$ cat src/rtl/seq_pkg.sv
// Shared types and constants for the run sequencer of the 9-bit core.
package seq_pkg;
   typedef enum logic [1:0] {IDLE, RUN, LOAD, DONE} seq_state_t;

   localparam int PC_W_DEF = 10;
   localparam int LAT_W = 3;
   localparam logic [8:0] HALT_INSTR = 9'h1FF;
endpackage

$ cat src/rtl/next_pc_calc.sv
// Combinational next-PC selection for a RUN cycle: absolute jump, relative
// branch-if-not-zero, or sequential step, all modulo 2**PC_W.
module next_pc_calc
   import seq_pkg::*;
#(
   parameter int PC_W = PC_W_DEF
) (
   input  logic [PC_W-1:0] pc,
   input  logic            jump,
   input  logic            branch_rel_en,
   input  logic            zero,
   input  logic [PC_W-1:0] abs_target,
   input  logic [7:0]      rel_offset,
   output logic [PC_W-1:0] next_pc
);

   logic [PC_W-1:0] offset_ext;

   // Size cast of a signed operand sign-extends the 8-bit offset.
   assign offset_ext = PC_W'($signed(rel_offset));

   always_comb begin
      // NOTE: default assignment first so no path leaves next_pc unassigned (no latch).
      next_pc = pc + PC_W'(1);
      if (jump) begin
         next_pc = abs_target;
      end else if (branch_rel_en && !zero) begin
         next_pc = pc + offset_ext;
      end
   end

endmodule

$ cat src/rtl/run_sequencer.sv
// Program sequencer: PC, start/done handshake, load-latency stall and
// write-enable gating so architectural state only changes while running.
module run_sequencer
   import seq_pkg::*;
#(
   parameter int PC_W       = PC_W_DEF,
   parameter int START_ADDR = 0,
   parameter int LOAD_LAT   = 1,
   parameter int CNT_W      = 16
) (
   input  logic             Clk,
   input  logic             Reset_n,
   input  logic             Start,
   input  logic             Ack,
   input  logic             Jump,
   input  logic             BranchRelEn,
   input  logic             Zero,
   input  logic             LoadInst,
   input  logic             RegWrEn,
   input  logic             MemWrEn,
   input  logic [PC_W-1:0]  AbsTarget,
   input  logic [7:0]       RelOffset,
   output logic [PC_W-1:0]  ProgCtr,
   output logic             RegWrOut,
   output logic             MemWrOut,
   output logic             Running,
   output logic             Done,
   output logic [CNT_W-1:0] CycleCount
);

   localparam logic             HAS_LAT   = (LOAD_LAT > 0);
   localparam logic [LAT_W-1:0] LOAD_INIT = LAT_W'((LOAD_LAT > 0) ? LOAD_LAT - 1 : 0);
   localparam logic [PC_W-1:0]  PC_START  = PC_W'(START_ADDR);

   seq_state_t       state_q;
   logic [PC_W-1:0]  pc_q;
   logic [LAT_W-1:0] load_cnt_q;
   logic [CNT_W-1:0] cycle_q;
   logic [PC_W-1:0]  pc_next;
   logic             load_stall;
   logic             run_exec;
   logic             load_last;

   next_pc_calc #(.PC_W(PC_W)) u_next_pc (
      .pc            (pc_q),
      .jump          (Jump),
      .branch_rel_en (BranchRelEn),
      .zero          (Zero),
      .abs_target    (AbsTarget),
      .rel_offset    (RelOffset),
      .next_pc       (pc_next)
   );

   assign load_stall = LoadInst && HAS_LAT;
   // The halt cycle is in RUN but must not commit any write.
   assign run_exec   = (state_q == RUN) && !Ack;
   assign load_last  = (state_q == LOAD) && (load_cnt_q == '0);

   assign RegWrOut   = (run_exec && RegWrEn && !load_stall) || load_last;
   assign MemWrOut   = run_exec && MemWrEn;
   assign Running    = (state_q == RUN) || (state_q == LOAD);
   assign Done       = (state_q == DONE);
   assign ProgCtr    = pc_q;
   assign CycleCount = cycle_q;

   always_ff @(posedge Clk or negedge Reset_n) begin
      // NOTE: non-blocking assignments so every register samples pre-edge values.
      if (!Reset_n) begin
         state_q    <= IDLE;
         pc_q       <= PC_START;
         load_cnt_q <= '0;
         cycle_q    <= '0;
      end else if (Start) begin
         state_q    <= IDLE;
         pc_q       <= PC_START;
         load_cnt_q <= '0;
         cycle_q    <= '0;
      end else begin
         if (Running && (cycle_q != {CNT_W{1'b1}})) begin
            cycle_q <= cycle_q + CNT_W'(1);
         end
         case (state_q)
            IDLE: state_q <= RUN;
            RUN: begin
               if (Ack) begin
                  state_q <= DONE;
               end else if (load_stall) begin
                  state_q    <= LOAD;
                  load_cnt_q <= LOAD_INIT;
               end else begin
                  pc_q <= pc_next;
               end
            end
            LOAD: begin
               if (load_cnt_q == '0) begin
                  state_q <= RUN;
                  pc_q    <= pc_q + PC_W'(1);
               end else begin
                  load_cnt_q <= load_cnt_q - LAT_W'(1);
               end
            end
            DONE: state_q <= DONE;
         endcase
      end
   end

endmodule

$ cat config.mk
export PLATFORM = sky130hd
export DESIGN_NAME = run_sequencer
export DESIGN_NICKNAME = d
export VERILOG_FILES = /design/src/rtl/seq_pkg.sv /design/src/rtl/next_pc_calc.sv /design/src/rtl/run_sequencer.sv
export SDC_FILE = /design/constraint.sdc
export NUM_CORES = 1
export LEC_CHECK = 0
export CORE_MARGIN = 3
export CORE_UTILIZATION = 55
export DETAILED_ROUTE_END_ITERATION = 16
export GPL_TIMING_DRIVEN = 0
export PLACE_DENSITY = 0.86
export REMOVE_ABC_BUFFERS = 1
export SYNTH_ARGS = -nofsm -noshare
export SYNTH_HDL_FRONTEND = slang
export SYNTH_HIERARCHICAL = 1
export SYNTH_SLANG_ARGS = --single-unit
$ cat constraint.sdc
create_clock -name Clk -period 6.15 [get_ports Clk]
set_input_delay 1.23 -clock Clk [delete_from_list [all_inputs] [get_ports Clk]]
set_output_delay 1.23 -clock Clk [all_outputs]
set_load 0.02 [all_outputs]
* Yosys cells after proc, flatten, opt, wreduce, memory -nomap -nowiden *
Cells that the tools add are included.

word-level totals
  input port bits = 28
  word-level logic and storage cells = 56
  register bits = 31
  output and inout port bits = 30

operators by class
  equality and inequality tests = 10
  mux-type cells = 19
  add/sub/neg operators = 4
  reductions and logical operators = 19

operators by type and width
  kind                                               count
  2-to-1 mux 10 bit                                  6
  2-to-1 mux 16 bit                                  2
  one-hot mux 10 bit (2 select lines)                1
  adder 16 x 1 -> 16 bit (second input constant)     1
  != test 16 bit (second input constant)             1
  2-to-1 mux 3 bit                                   4
  != test 3 bit (second input constant)              4
  adder 10 x 1 -> 10 bit (second input constant)     1
  adder 10 bit                                       1
  2-to-1 mux 2 bit                                   4
  one-hot mux 2 bit (4 select lines)                 1
  AND reduction 4 bit                                2
  logical AND 1 bit                                  7
  one-hot mux 3 bit (2 select lines)                 1
  == test 2 bit (second input constant)              2
  != test 4 bit (second input constant)              1
  logical NOT 1 bit                                  3
  logical NOT 3 bit                                  1
  != test 3 x 2 -> 1 bit (second input constant)     1
  nonzero test 3 bit                                 1
  subtractor 3 x 1 -> 3 bit (second input constant)  1
  == test 2 x 1 -> 1 bit (second input constant)     1
  logical NOT 2 bit                                  1
  logical OR 1 bit                                   2
  other kinds (2)                                    2

* Depth between registers and ports, before layout *
Gate-level depths: netlist of the first run.

  word-level depth = 8
  gate-level depth with buffers = 11
  depth with buffers taken out = 11

* Hierarchy *
Netlist of the first run, hierarchy kept.

modules (own cells, without submodules)
  module         seq. area each (um2)  cells each  instances  area each (um2)
  run_sequencer  775.7                 220         1          1979.4
  next_pc_calc   0.0                   80          1          568.0

* Worst setup path before layout of the first run *
OpenSTA, ideal clock, no wires.

  path kind = input port to flip-flop
  from = input BranchRelEn
  to = register pc_q[8], in the netlist ProgCtr[8]
  arrival time = 3.178 ns
  stages = 11
  path buffers = 0
  library setup time = 0.127 ns
  setup slack = 2.844 ns
  required time = 6.023 ns
  cell sequence = nor2b_2 -> nand2b_1 -> ha_1 -> fa_1 -> a211oi_1 -> o211ai_1 -> a31oi_1 -> xor2_1 -> o21ai_1 -> a22oi_1 -> o2bb2ai_1

on the way
  longest elaborated chain between the ends = 7

RTL lines
  item                                 line                 text
  start, declared                      run_sequencer.sv:16  input logic BranchRelEn,
  logical AND 1 bit                    next_pc_calc.sv:27   end else if (branch_rel_en && !zero) begin
  2-to-1 mux 10 bit                    next_pc_calc.sv:27
  2-to-1 mux 10 bit                    next_pc_calc.sv:25   if (jump) begin
  net pc_next[8]                       run_sequencer.sv:39  logic [PC_W-1:0] pc_next;
  2-to-1 mux 10 bit                    run_sequencer.sv:87  end else if (load_stall) begin
  2-to-1 mux 10 bit                    run_sequencer.sv:85  if (Ack) begin
  one-hot mux 10 bit (2 select lines)  run_sequencer.sv:82  case (state_q)
  2-to-1 mux 10 bit                    run_sequencer.sv:73  end else if (Start) begin
  end signal, assigned                 run_sequencer.sv:91  pc_q <= pc_next;
  end signal, assigned                 run_sequencer.sv:97  pc_q <= pc_q + PC_W'(1);
  end, declared                        run_sequencer.sv:36  logic [PC_W-1:0] pc_q;

The timed path passes the listed nets, and every way through them passes these cells. The select of a mux whose other input is x is not followed.
A chain may end at the register's enable or synchronous reset.

* Final worst setup path of the first run *
  from = input Ack
  to = output RegWrOut

on the way
  longest elaborated chain between the ends = 5

RTL lines
  item                             line                 text
  start, declared                  run_sequencer.sv:14  input logic Ack,
  logical NOT 1 bit                run_sequencer.sv:56  assign run_exec = (state_q == RUN) && !Ack;
  logical AND 1 bit                run_sequencer.sv:56
  logical AND 1 bit (2 in series)  run_sequencer.sv:59  assign RegWrOut = (run_exec && RegWrEn && !load_stall) || load_last;
  logical OR 1 bit                 run_sequencer.sv:59
  end, declared                    run_sequencer.sv:24  output logic RegWrOut,

No other way between the ends.

==> flow_summary.yaml, run 1 <==
clock_network:
  ctsResizeCount: 0
  clk_pin_slew_worst_paths_ns: 0.06
  clock_path_buffers: 2
  cts-buffers-inserted: 5
  cts.sinks: 31
  post_cts_buffers: 0
  postCtsHoldBufs: 0
  worstSkewPairLatency_ns: 0.28
  ctsRootBufferMaster: "clkbuf_8"
  cts_tree: "done"
  cts_max_level: 2
power:
  p_switching_mw: 0.197
  power_frac_clock_pct: 29.3
  combPwrFrac_pct: 31.2
  ir_worst_vdd_uv: 196
  intPower_mw: 0.412
  power_density_nw_per_um2: 189
  pwr-share-seq_pct: 39.4
  power.leakage_nw: 1.37
  switching_share_pct: 32.3
route:
  vias_per_cell: 5.98
  ant_nets: 0
  wl_per_cell_um: 15.8
  drt_iter0_drc: 215
  vias: 2422
  first_pass_iters: 4
  route.detailed.drc: 0
  routed_wl_um: 6380
sta:
  rsz0062_at_grt: "no"
  tightest_slew_ns: 0.960
  maxClockFrequency_mhz: 247
  finalSetupTns_ns: 0
  finClkSkew_ns: 0.00277
  holdWs_ns: 0.507
  period_needed_ns: 4.05
  hold_viol_final: 0
  max_slew_margin_pct: 35.8
  finalCritPeriodShare_pct: 65.8
  finalMaxSlewViolations: 0
  setup_viol: 0
grt:
  antenna_found_initial: 0
  track_usage_pct: 24.3
  grt_remaining_overflow: 0
  grt_pass1_vias: 2244
  grt_max_degree: 32
  grt_pass1_wl_um: 10600
floorplanning:
  die_w_um: 74.1
  row_count: 24
  num_io_pins: 58
  die_h_um: 74.1
  die-area_um2: 5480
  initial_utilization_pct: 57.7
  core_area_um2: 4410
finish:
  antenna_cells: 0
  nets: 397
  area_growth_pct: 26.3
  drive_gt1_share_pct: 8.50
synthesis:
  yosysSeqAreaShare_pct: 30.5
  synth_seq_cells: 31
  synth_top_area_share_pct: 30.5
  netlist_instances: 300
  yosys-top-cells-area: "dfrtp_1, ha_1, o21ai_0"
  synth-edff-count: 0
  avgSynthCellArea_um2: 8.49
  synth_top_area_cell: "dfrtp_1"
  synth_ff_type: "dfrtp_1"
  synthArstFlopShare_pct: 100
  synth_cell_type_count: 54
  ys_warn_count: 6
  synth_area_um2: 2550
outcome:
  status: "completed"
critical_path:
  worstPathRequired_ns: 4.92
  crit_type: "in2out"
  cp-start-kind: "input port"
  cp_max_fo: 3
  crit_arrival_ns: 2.82
  worstSetupEndpointType: "primary output"
placement:
  placement.io_buffers: 57
  dp_hpwl_um: 4690
  gp_congestion: 0.933
worst_hold_path:
  min_path_type: "reg2reg"
job:
  maxCapViolations: 0
worst paths after layout:
path | from | to | slack, ns | depth (start not counted)
max in group asynchronous | Reset_n | state_q[0] | 4.69 | 1
worst min register to register | load_cnt_q[2] | load_cnt_q[2] | 0.51 | 1
worst min-delay path | load_cnt_q[2] | load_cnt_q[2] | 0.51 | 1
worst max register to register | ProgCtr[0] | ProgCtr[8] | 3.63 | 9
min in group asynchronous | Reset_n | CycleCount[2] | 1.00 | 1
worst max-delay path | Ack | RegWrOut | 2.10 | 5
worst max-delay path, cell delays in order:
cell	delay [ns]
clkdlybuf4s50_1	0.43
nand2b_1	0.18
nand2b_1	0.17
o21ai_0	0.17
clkdlybuf4s50_1	0.63
per-stage QoR:
stage                     worst slack, ns  power, mW  util, %  cells  area [µm²]
after global routing                 2.00      0.641     72.9    405        3220
after floorplan                      2.85      0.351        -    288        2490
final                                2.10      0.608     72.9    405        3220
after global placement               2.08      0.425     70.7    397        3120
after CTS                            2.09      0.611     72.9    405        3220
after detailed placement             2.02      0.432     70.6    397        3120
power groups by stage:
stage | sequential, mW | clock [mW] | combinational [mW]
6_report | 0.240 | 0.178 | 0.190
5_1_grt | 0.243 | 0.191 | 0.207
4_1_cts | 0.240 | 0.181 | 0.190
3_5_place_dp | 0.243 | 0 | 0.188
3_3_place_gp | 0.242 | 0 | 0.182
2_1_floorplan | 0.252 | 0 | 0.0983
cells in the final DEF (no fill, tap or decap), types with 9 or more instances in the layout:
| master | Yosys | routed |
|---|---|---|
| nand3_1 | 9 | 9 |
| mux2_2 | 10 | 10 |
| inv_1 | 17 | 17 |
| clkdlybuf4s50_1 | 0 | 56 |
| o21ai_0 | 29 | 29 |
| a21oi_1 | 17 | 17 |
| dfrtp_1 | 31 | 31 |
| nor2_1 | 25 | 25 |
| nand2_1 | 21 | 21 |
| ha_1 | 16 | 16 |
layer usage:
metal / up-vias / GRT usage [%] / wire (µm)
li1: 1192 / - / -
met1: 1164 / 33.6 / 2850
met2: 60 / 39.9 / 3190
met3: 6 / 4.46 / 305
met4: 0 / 5.03 / 42
met5: - / 0 / 0
final cells by class:
cell class / count / area (µm²)
Multi-Input combinational cell: 240 / 1650
Fill cell: 358 / 1200
Sequential cell: 31 / 776
Timing Repair Buffer: 57 / 566
Clock buffer: 8 / 100
Tap cell: 52 / 65.1
Inverter: 17 / 63.8
synth_stat cells, drive strengths merged (3+ instances only):
cell type / count
o21ai: 33
dfrtp: 31
nor2: 26
nand2: 21
a21oi: 18
inv: 17
ha: 16
mux2: 13
nand3: 9
nand4: 9
nor2b: 9
and2: 8
a31oi: 7
clkbuf: 7
mux2i: 7
nand2b: 7
a211oi: 6
and3: 6
xor2: 6
buf: 5
nor3: 4
nor4: 3
o211ai: 3
o31ai: 3
or4: 3
xnor2: 3
cell families (layout without fill, tap and decap cells):
| group | count (synthesis) | after routing | share of synthesized area, % |
|---|---|---|---|
| buffers and inverters | 29 | 82 | 4.86 |
| adders and majority gates | 17 | 17 | 8.64 |
| DFF | 31 | 31 | 30.5 |
| AOI/OAI and AO/OA | 82 | 82 | 19.9 |
| and+or+nand+nor | 112 | 112 | 24.5 |
| muxes | 20 | 20 | 8.50 |
| xor gates and xnor gates | 9 | 9 | 3.09 |
state kept, by name (all words and copies together) (netlist names):
register,cells
state_q,2
load_cnt_q,3
ProgCtr,10
CycleCount,16
(Power assumes the default switching activity.)
==> run 2: changes to the inputs <==
Settings changed: CORE_UTILIZATION 55 to 46, PLACE_DENSITY 0.86 to 0.77.
Clock period 6.15 ns to 3.7 ns, I/O delays scaled along.
==> run 2 against run 1 <==
  * Wire length is 3.0% lower
  * Flip-flop and latch count stayed put
  * Power is 75% higher
  * Hold slack worse by 0.0066 ns
  * First-iteration DRC count is 21% lower
  * Cell area is 1.4% higher
  * Die area is 18% higher
  * Non-clock buffer count stayed put
  * Sequential power is 66% higher
  * Sequential share of layout area is 0.33 points lower
==> flow_summary.yaml, run 2 (synthesized netlist as in run 1, its figures left out) <==
route:
  first_pass_iters: 4
  wl_per_cell_um: 14.6
  route.detailed.drc: 0
  drt_iter0_drc: 170
  ant_nets: 0
  routed_wl_um: 6190
  vias_per_cell: 5.57
  vias: 2357
clock_network:
  cts_max_level: 2
  ctsResizeCount: 0
  worstSkewPairLatency_ns: 0.29
  post_cts_buffers: 0
  ctsRootBufferMaster: "clkbuf_8"
  cts-buffers-inserted: 5
  postCtsHoldBufs: 0
  clock_path_buffers: 2
  cts.sinks: 31
  clk_pin_slew_worst_paths_ns: 0.07
  cts_tree: "done"
critical_path:
  worstPathRequired_ns: 3.86
  worstPathCellList: "clkdlybuf4s50_1, nor2b_2, nand2b_1, ha_1, fa_1, a211oi_2, o211ai_1, a31oi_1, xor2_1, o21ai_1, a22oi_1, o2bb2ai_1"
  cp_top_family: "compound AO/OA/AOI/OAI gates"
  crit_arrival_ns: 3.52
  crit_type: "in2reg"
  critPathBufInv: 1
  worstSetupEndpointType: "flop"
  cp-start-kind: "input port"
  r2r_setup_slack_ns: 1.12
  crit_slowest_cell: "clkdlybuf4s50_1"
  cp_slowest_stage_delay_ns: 0.45
  cp_max_fo: 8
finish:
  fin_cells: 423
  largest_reg_flops: 16
  utilization_pct: 62.3
  drive_gt1_share_pct: 9.07
  area_growth_pct: 28.1
  antenna_cells: 0
  fin_area_um2: 3260
  nets: 397
  mostFrequentLayoutCell: "clkdlybuf4s50_1"
  most-common-layout-cells: "clkdlybuf4s50_1, dfrtp_1, o21ai_0"
grt:
  track_usage_pct: 20.6
  grt_remaining_overflow: 0
  grt_max_degree: 32
  grt_pass1_wl_um: 10600
  antenna_found_initial: 0
  grt_pass1_vias: 2314
sta:
  max_slew_margin_pct: 34.7
  rsz0062_at_grt: "no"
  finalSetupTns_ns: 0
  period_needed_ns: 3.36
  tightest_slew_ns: 0.977
  finClkSkew_ns: 0.00973
  finalMaxSlewViolations: 0
  fin_ws_ns: 0.342
  finalCritPeriodShare_pct: 90.8
  setup_viol: 0
  hold_viol_final: 0
  holdWs_ns: 0.501
  maxClockFrequency_mhz: 298
floorplanning:
  core_area_um2: 5240
  die_w_um: 80.4
  die_h_um: 80.4
  row_count: 26
  initial_utilization_pct: 48.6
  num_io_pins: 58
  die-area_um2: 6470
power:
  power_frac_clock_pct: 33.0
  switching_share_pct: 31.1
  pwr-share-seq_pct: 37.6
  power_density_nw_per_um2: 326
  finalPower_mw: 1.06
  ir_worst_vdd_uv: 184
  combPwrFrac_pct: 29.5
  p_switching_mw: 0.331
  power.leakage_nw: 1.38
  intPower_mw: 0.732
worst_hold_path:
  min_path_type: "in2async"
outcome:
  status: "completed"
job:
  maxCapViolations: 0
placement:
  dp_cells: 415
  dp_slack_ns: -0.0156
  dp_hpwl_um: 4580
  gp_congestion: 0.907
  placement.io_buffers: 57
  post_dp_cell_area_um2: 3140
==> run 2: cell count changes in the layout (fill, tap and decap cells not counted) <==
cell / change
clkbuf_1: -1
a211oi_1: -1
clkbuf_8: -1
clkinv_2: +1
a211oi_2: +1
bufinv_16: +1
==> run 2: power groups by stage <==
stage	clock (mW)	combinational, mW	sequential (mW)
after detailed placement	0	0.312	0.405
after global placement	0	0.304	0.404
after CTS	0.357	0.314	0.399
after global routing	0.372	0.346	0.405
final	0.350	0.313	0.399
after floorplan	0	0.163	0.420
==> run 2: cell type report <==
| type | count | area (µm²) |
|---|---|---|
| well taps | 70 | 87.6 |
| inverters | 17 | 63.8 |
| clock inverters | 2 | 35.0 |
| flip-flops and latches | 31 | 776 |
| fillers | 454 | 1970 |
| clock buffers | 6 | 82.6 |
| repair buffers | 57 | 566 |
| multi-input cells | 240 | 1650 |
==> run 2: path summary, 6_finish.rpt <==
check	from	to	cells after the start
setup / recovery	BranchRelEn	ProgCtr[8]	12
hold / removal	Reset_n	ProgCtr[1]	1
setup reg to reg	ProgCtr[0]	ProgCtr[8]	9
hold reg to reg	load_cnt_q[1]	load_cnt_q[1]	1
max in group asynchronous	Reset_n	CycleCount[1]	1
min in group Clk	load_cnt_q[1]	load_cnt_q[1]	1
==> run 2: metal layers <==
layer / vias up / wire length [µm] / part of all wire [%] / global-route usage [%]
met5: - / 0 / 0 / 0
met4: 0 / 53 / 0.86 / 6.08
met3: 5 / 238 / 3.8 / 3.03
met2: 43 / 3080 / 50 / 33.9
met1: 1120 / 2810 / 45 / 28.0
li1: 1189 / - / - / -
